File: src/rtl/vga_scan_ctrl.sv
// Scan timing controller for the background/UI renderer: 640x480@60 counters,
// renderer coordinates, latency-matched sync/DE and blanked RGB to the DAC.
module vga_scan_ctrl #(
  parameter int H_ACTIVE   = 640,
  parameter int H_FP       = 16,
  parameter int H_SYNC     = 96,
  parameter int H_BP       = 48,
  parameter int V_ACTIVE   = 480,
  parameter int V_FP       = 10,
  parameter int V_SYNC     = 2,
  parameter int V_BP       = 33,
  parameter int PIX_DIV    = 4,
  parameter int RENDER_LAT = 1
) (
  input  logic       clk,
  input  logic       rst_n,
  input  logic       run,
  output logic [9:0] x,
  output logic [9:0] y,
  input  logic [7:0] in_r,
  input  logic [7:0] in_g,
  input  logic [7:0] in_b,
  output logic [7:0] r,
  output logic [7:0] g,
  output logic [7:0] b,
  output logic       hsync,
  output logic       vsync,
  output logic       de,
  output logic       frame_start,
  output logic       busy
);
  localparam int H_TOTAL = H_ACTIVE + H_FP + H_SYNC + H_BP;
  localparam int V_TOTAL = V_ACTIVE + V_FP + V_SYNC + V_BP;
  localparam int DW      = (PIX_DIV > 1) ? $clog2(PIX_DIV) : 1;

  localparam logic [DW-1:0] DIV_MAX = DW'(PIX_DIV - 1);
  localparam logic [9:0]    H_MAX   = 10'(H_TOTAL - 1);
  localparam logic [9:0]    V_MAX   = 10'(V_TOTAL - 1);
  // 11-bit bounds so a sync window ending exactly at 1024 still compares correctly
  localparam logic [10:0]   H_ACT   = 11'(H_ACTIVE);
  localparam logic [10:0]   HS_BEG  = 11'(H_ACTIVE + H_FP);
  localparam logic [10:0]   HS_END  = 11'(H_ACTIVE + H_FP + H_SYNC);
  localparam logic [10:0]   V_ACT   = 11'(V_ACTIVE);
  localparam logic [10:0]   VS_BEG  = 11'(V_ACTIVE + V_FP);
  localparam logic [10:0]   VS_END  = 11'(V_ACTIVE + V_FP + V_SYNC);
  localparam logic [2:0]    INACT   = 3'b011;  // {de, hs, vs}

  if (H_TOTAL > 1024 || V_TOTAL > 1024) begin : g_total_chk
    $error("vga_scan_ctrl: H_TOTAL/V_TOTAL exceed 10-bit counter range");
  end
  if (PIX_DIV < 1 || PIX_DIV > 16 || RENDER_LAT < 0 || RENDER_LAT > 4) begin : g_param_chk
    $error("vga_scan_ctrl: PIX_DIV or RENDER_LAT out of range");
  end

  typedef enum logic [1:0] {IDLE, RUN, STOPPING} state_t;

  state_t          state, state_nxt;
  logic [DW-1:0]   div;
  logic [9:0]      hcnt, vcnt;
  logic            pix_tick, h_end, v_end, frame_end;
  logic [2:0]      raw, dly_out;
  logic [10:0]     hc11, vc11;

  assign pix_tick  = (state != IDLE) && (div == DIV_MAX);
  assign h_end     = (hcnt == H_MAX);
  assign v_end     = (vcnt == V_MAX);
  assign frame_end = pix_tick && h_end && v_end;

  assign x    = hcnt;
  assign y    = vcnt;
  assign busy = (state != IDLE);

  always_comb begin
    state_nxt = state;
    unique case (state)
      IDLE:     if (run) state_nxt = RUN;
      RUN:      if (!run) state_nxt = STOPPING;
      STOPPING: if (run) state_nxt = RUN;
                else if (frame_end) state_nxt = IDLE;
      default:  state_nxt = IDLE;
    endcase
  end

  always_ff @(posedge clk or negedge rst_n) begin
    if (!rst_n) begin
      state       <= IDLE;
      div         <= '0;
      hcnt        <= '0;
      vcnt        <= '0;
      frame_start <= 1'b0;
    end else begin
      state <= state_nxt;
      if (state == IDLE) begin
        div  <= '0;
        hcnt <= '0;
        vcnt <= '0;
      end else begin
        div <= pix_tick ? '0 : div + 1'b1;
        if (pix_tick) begin
          hcnt <= h_end ? '0 : hcnt + 10'd1;
          if (h_end) vcnt <= v_end ? '0 : vcnt + 10'd1;
        end
      end
      // a stop-completing wrap lands in IDLE and is not a new frame
      frame_start <= frame_end && (state_nxt != IDLE);
    end
  end

  assign hc11 = {1'b0, hcnt};
  assign vc11 = {1'b0, vcnt};

  always_comb begin
    raw = INACT;
    if (state != IDLE) begin
      raw[2] = (hc11 < H_ACT) && (vc11 < V_ACT);
      raw[1] = !((hc11 >= HS_BEG) && (hc11 < HS_END));
      raw[0] = !((vc11 >= VS_BEG) && (vc11 < VS_END));
    end
  end

  if (RENDER_LAT == 0) begin : g_no_dly
    assign dly_out = raw;
  end else begin : g_dly
    logic [RENDER_LAT-1:0][2:0] dly_pipe;
    always_ff @(posedge clk or negedge rst_n) begin
      if (!rst_n) begin
        dly_pipe <= {RENDER_LAT{INACT}};
      end else begin
        dly_pipe[0] <= raw;
        for (int i = 1; i < RENDER_LAT; i++) dly_pipe[i] <= dly_pipe[i-1];
      end
    end
    assign dly_out = dly_pipe[RENDER_LAT-1];
  end

  always_ff @(posedge clk or negedge rst_n) begin
    if (!rst_n) begin
      de    <= 1'b0;
      hsync <= 1'b1;
      vsync <= 1'b1;
      r     <= '0;
      g     <= '0;
      b     <= '0;
    end else begin
      de    <= dly_out[2];
      hsync <= dly_out[1];
      vsync <= dly_out[0];
      r     <= dly_out[2] ? in_r : 8'd0;
      g     <= dly_out[2] ? in_g : 8'd0;
      b     <= dly_out[2] ? in_b : 8'd0;
    end
  end
endmodule

File: config.mk
export PLATFORM = sky130hd
export DESIGN_NAME = vga_scan_ctrl
export DESIGN_NICKNAME = d
export VERILOG_FILES = /design/src/rtl/vga_scan_ctrl.sv
export SDC_FILE = /design/constraint.sdc
export NUM_CORES = 1
export LEC_CHECK = 0
export CORE_MARGIN = 5
export CORE_UTILIZATION = 45
export DETAILED_ROUTE_END_ITERATION = 10
export DONT_BUFFER_PORTS = 1
export GPL_ROUTABILITY_DRIVEN = 0
export PLACE_DENSITY = 0.69
export REMOVE_ABC_BUFFERS = 1
export SETUP_SLACK_MARGIN = 0.1
export SLEW_MARGIN = 20
export SYNTH_ARGS = -nofsm -noshare
export SYNTH_HDL_FRONTEND = slang
export SYNTH_SLANG_ARGS = --single-unit
File: constraint.sdc
create_clock -name clk -period 2.01 [get_ports clk]
set_input_delay 0.1005 -clock clk [delete_from_list [all_inputs] [get_ports clk]]
set_output_delay 0.1005 -clock clk [all_outputs]
set_load 0.02 [all_outputs]
### Word-level counts from Yosys, hierarchy flattened

Cells that the tools add are included.
W data, S select, Z words.

* register bits: 55
* latch bits: 0
* bits in writable memories: 0
* ROM bits: 0
* input port bits: 27
* output and inout port bits: 49
* logic and storage cells: 59
* memories: 0

* $add $sub $neg: 3
* $mul: 0
* divide/modulo/power cells: 0
* magnitude comparators: 6
* equal/unequal tests: 5
* shifts and indexed selects: 0
* multiplexer cells: 18
* bitwise logic cells: 0
* reduce and logical (&&, ||, !) cells: 15

Operators by type and width (count)
* $mux W10: 7
* $mux W8: 3
* $add A10 B1 Y10 const B: 2
* $eq A10 B10 Y1 const B: 2
* $lt A10 B10 Y1 const B: 2
* $lt A10 B9 Y1 const B: 2
* $mux W2: 6
* $ge A10 B10 Y1 const B: 1
* $ge A10 B9 Y1 const B: 1
* $reduce_bool A2 Y1: 4
* $logic_and A1 B1 Y1: 7
* $pmux W2 S3: 1
* $eq A2 B2 Y1 const B: 2
* $mux W3: 1
* $add A2 B1 Y2 const B: 1
* $eq A2 B1 Y1 const B: 1
* $logic_not A1 Y1: 2
* $logic_not A2 Y1: 1
* $reduce_and A2 Y1: 1

### Logic depth before layout (Yosys ltp)

* depth in word-level cells: 9
* gate-level depth with buffers: 8
* mapped depth without buffers: 5

### Worst setup path before layout

No wires, ideal clock.

* kind: register to register
* start: register hcnt[0] (netlist: x[0])
* end: register vcnt[5] (netlist: y[5])
* library setup time: 0.129 ns
* arrival time: 1.655 ns
* data required time: 1.881 ns
* path slack: 0.225 ns
* cell stages (with the launch flop): 8
* path buffers: 2
* cells stage by stage: dfrtp_1 ha_1 and4_1 buf_4 and4_1 buf_4 a311oi_1 a21oi_1

* word-level cells in the longest chain between the ends: 3

Ends and longest elaborated chain
* start, declared: line 59 `logic [9:0] hcnt, vcnt;`
* start signal, assigned: line 100 `hcnt <= h_end ? '0 : hcnt + 10'd1;`
* $eq A10 B10 Y1: line 65 `assign h_end = (hcnt == H_MAX);`
* $reduce_bool A2 Y1 (no line)
* $reduce_and A2 Y1 (no line)
* end signal, assigned: line 101 `if (h_end) vcnt <= v_end ? '0 : vcnt + 10'd1;`
* end, declared: line 59

No other way between the ends.
A chain may end at the register's enable or synchronous reset.

### Worst setup path after layout

Ends and elaborated chain as after synthesis.

==> results.toml <==
[run_status]
status = "finished clean"

[yosys]
synth-xor-area-share_pct = 2.587
synth_cell_type_count = 45
yosysTopAreaCell = "dfrtp_1"
synthArstFlopShare_pct = 100.0
syn_area_mm2 = 0.002370
synthSimpleGateAreaFrac_pct = 22.81
synthMuxAreaShare_pct = 1.320
ys_seq_area_share_pct = 58.29
synth_edf_count = 0
synthAdderAreaFrac_pct = 2.640
yosysMostFrequentCell = "dfrtp_1"
ys.flop_type = "dfrtp_1"
synth_warnings = 0
yosys-top-cells-area = "dfrtp_1 (54%), and2_1 (6.9%), dfstp_2 (4.4%)"
synth_common_cells = "dfrtp_1 (51), and2_1 (26), nand2_1 (16)"
synth_top_family_by_area = "simple AND/OR/NAND/NOR gates"
ys_seq_elements = 55
syn-mean-instance-area_um2 = 11.18
synth_compound_area_share_pct = 8.923
syn_inst = 212
synth_top_area_share_pct = 53.85

[route]
drt_iter0_markers = 40
totalWireLength_mm = 5.345
via_per_inst = 5.211
drc = 0
dr.pass1.iters = 4
ant_nets = 0
drt-wirelength-per-cell_um = 16.15
dr_total_vias = 1725

[clocking]
cts-buffers-inserted = 5
clockRootBuffer = "clkbuf_8"
path_clk_slew_ns = 0.10
clock-sinks = 55
clockBufferDepth = 2
cts-hold-fix-buffers = 27
post_cts_resized = 0
post_cts_buffers = 0
cts_tree = "done"
htree_levels = 2
clk_latency_ns = 0.30

[timing]
min_period_ns = 1.731
setup_slack_ns = 0.2793
rsz0062_at_grt = "false"
setup_viol = 0
tns_ns = 0
worst_pin_slew_ns = 0.5502
min_period_over_period_pct = 86.10
finalClockSkew_ns = 0.01074
hold_viol_final = 0
relSlewSlack_pct = 63.32
slew_violations = 0
whs_ns = 0.3503
max_freq_mhz = 577.8

[floorplanning]
dieWidth_um = 82.57
ioPinCount = 76
start_util_pct = 46.40
die_area_mm2 = 0.006818
fp.coreArea_mm2 = 0.005107
dieHeight_um = 82.57
rows = 26

[pwr]
power.total_mw = 2.268
peakVddDrop_v = 0.0004087
p_per_area_mw_per_mm2 = 761.8
leakage_nw = 1.340

[final_layout]
stdcell_count = 331
fin_util_pct = 58.28
drive_gt1_share_pct = 15.71
syn2layout_area_growth_pct = 25.61
nNetsFinal = 292
num_antenna_cells = 0
stdcell_area_mm2 = 0.002977

[run]
cap_viol_max_count = 0

[setup_path]
worst_ep_required_time_ns = 2.21
slowest_stage = "dfrtp_1"
arrival_ns = 1.93
worst_path_largest_cell_delay_ns = 0.39
cp_cell_sequence = "ha_1, and4_1, and4_1, buf_4, a311oi_1, a21oi_1"
crit_path_frequent_cell = "and4_1"
startpoint_type = "flip-flop"
path_class = "reg2reg"
end_kind = "flip-flop"
path_max_fanout = 15

[grt]
grt_pass1_wl_mm = 8.590
grt_max_degree = 56
grt_use_total_pct = 16.40
gr-total-overflow = 0
grt_pass1_vias = 1722
antenna_found_initial = 0

[hold_path]
worstHoldPathType = "in2async"

[placement]
placed_cell_area_mm2 = 0.002571
port_buffers = 0
dp_hpwl_mm = 3.616
dp_slack_ns = 0.2899
dpl.cell_count = 296
==> power by group <==
| part | switching, mW | leakage, nW | internal (mW) | total [mW] |
|---|---|---|---|---|
| Sequential | 0.0964 | 0.714 | 1.18 | 1.27 |
| Combinational | 0.128 | 0.565 | 0.117 | 0.245 |
| Clock | 0.348 | 0.0612 | 0.404 | 0.751 |
| Total | 0.572 | 1.34 | 1.70 | 2.27 |
==> cell usage in the layout (no fill, tap or decap), drive strengths merged, types with 3 or more instances in the layout <==
| master | n |
|---|---|
| a41oi | 3 |
| ha | 5 |
| a21oi | 5 |
| dlygate4sd3 | 26 |
| nor2 | 12 |
| xor2 | 3 |
| clkbuf | 6 |
| nand2 | 16 |
| buf | 23 |
| dfstp | 4 |
| and2 | 26 |
| inv | 8 |
| a31oi | 8 |
| nand3 | 13 |
| xnor2 | 4 |
| nor3 | 5 |
| and4 | 3 |
| o21ai | 5 |
| nand4 | 8 |
| dfrtp | 51 |
==> flip-flops by register name, indices dropped and copies added, names as in the netlist, 2 cells and up <==
name,cells
x,10
y,10
b,8
g,8
r,8
dly_out,3
div,2
state,2
==> logic make-up (layout without fill, tap and decap cells) <==
logic type / Yosys count / after routing
AO/OA/AOI/OAI: 30 / 30
XOR/XNOR: 7 / 7
adder cells (fa/ha/maj): 5 / 5
buffers and inverters: 16 / 65
flip-flops: 55 / 55
multiplexers: 3 / 3
AND/OR/NAND/NOR: 96 / 96
==> critical path: cells and delay by family, from the launching register on <==
kind	cells	cell delay, ns
AO/OA/AOI/OAI	2	0.32
adder cells (fa/ha/maj)	1	0.22
buffers and inverters	1	0.18
flip-flops	1	0.39
AND/OR/NAND/NOR	2	0.51
==> area by class of cell <==
cell class                 count  area [µm²]
inverter                       8       30.03
tap                           70       87.58
sequential                    55        1381
fill                         468        2131
clock buffer                   6       82.58
timing repair buffer          49       452.9
multi-input combinational    141       907.1
clock inverter                 2       35.03
==> worst paths after layout <==
path                                            from              endpoint  slack (ns)  depth (start not counted)
min in group clk                dly_out[0]$_DFF_PN1_       vsync$_DFF_PN1_        0.36                          0
worst max register to register      x[0]$_DFFE_PN0P_      y[5]$_DFFE_PN0P_        0.28                          6
worst max-delay path                x[0]$_DFFE_PN0P_      y[5]$_DFFE_PN0P_        0.28                          6
worst min-delay path                           rst_n      y[6]$_DFFE_PN0P_        0.35                          2
max in group asynchronous                      rst_n  dly_out[0]$_DFF_PN1_        1.38                          2
worst min register to register  dly_out[0]$_DFF_PN1_       vsync$_DFF_PN1_        0.36                          0
==> routing by layer <==
layer	GRT usage (%)	routed length, µm
met1	20.54	2271
met2	26.92	2459
met3	6.182	598
met4	3.758	15
met5	0	0
No activity file was read; power rests on OpenSTA's default activity.
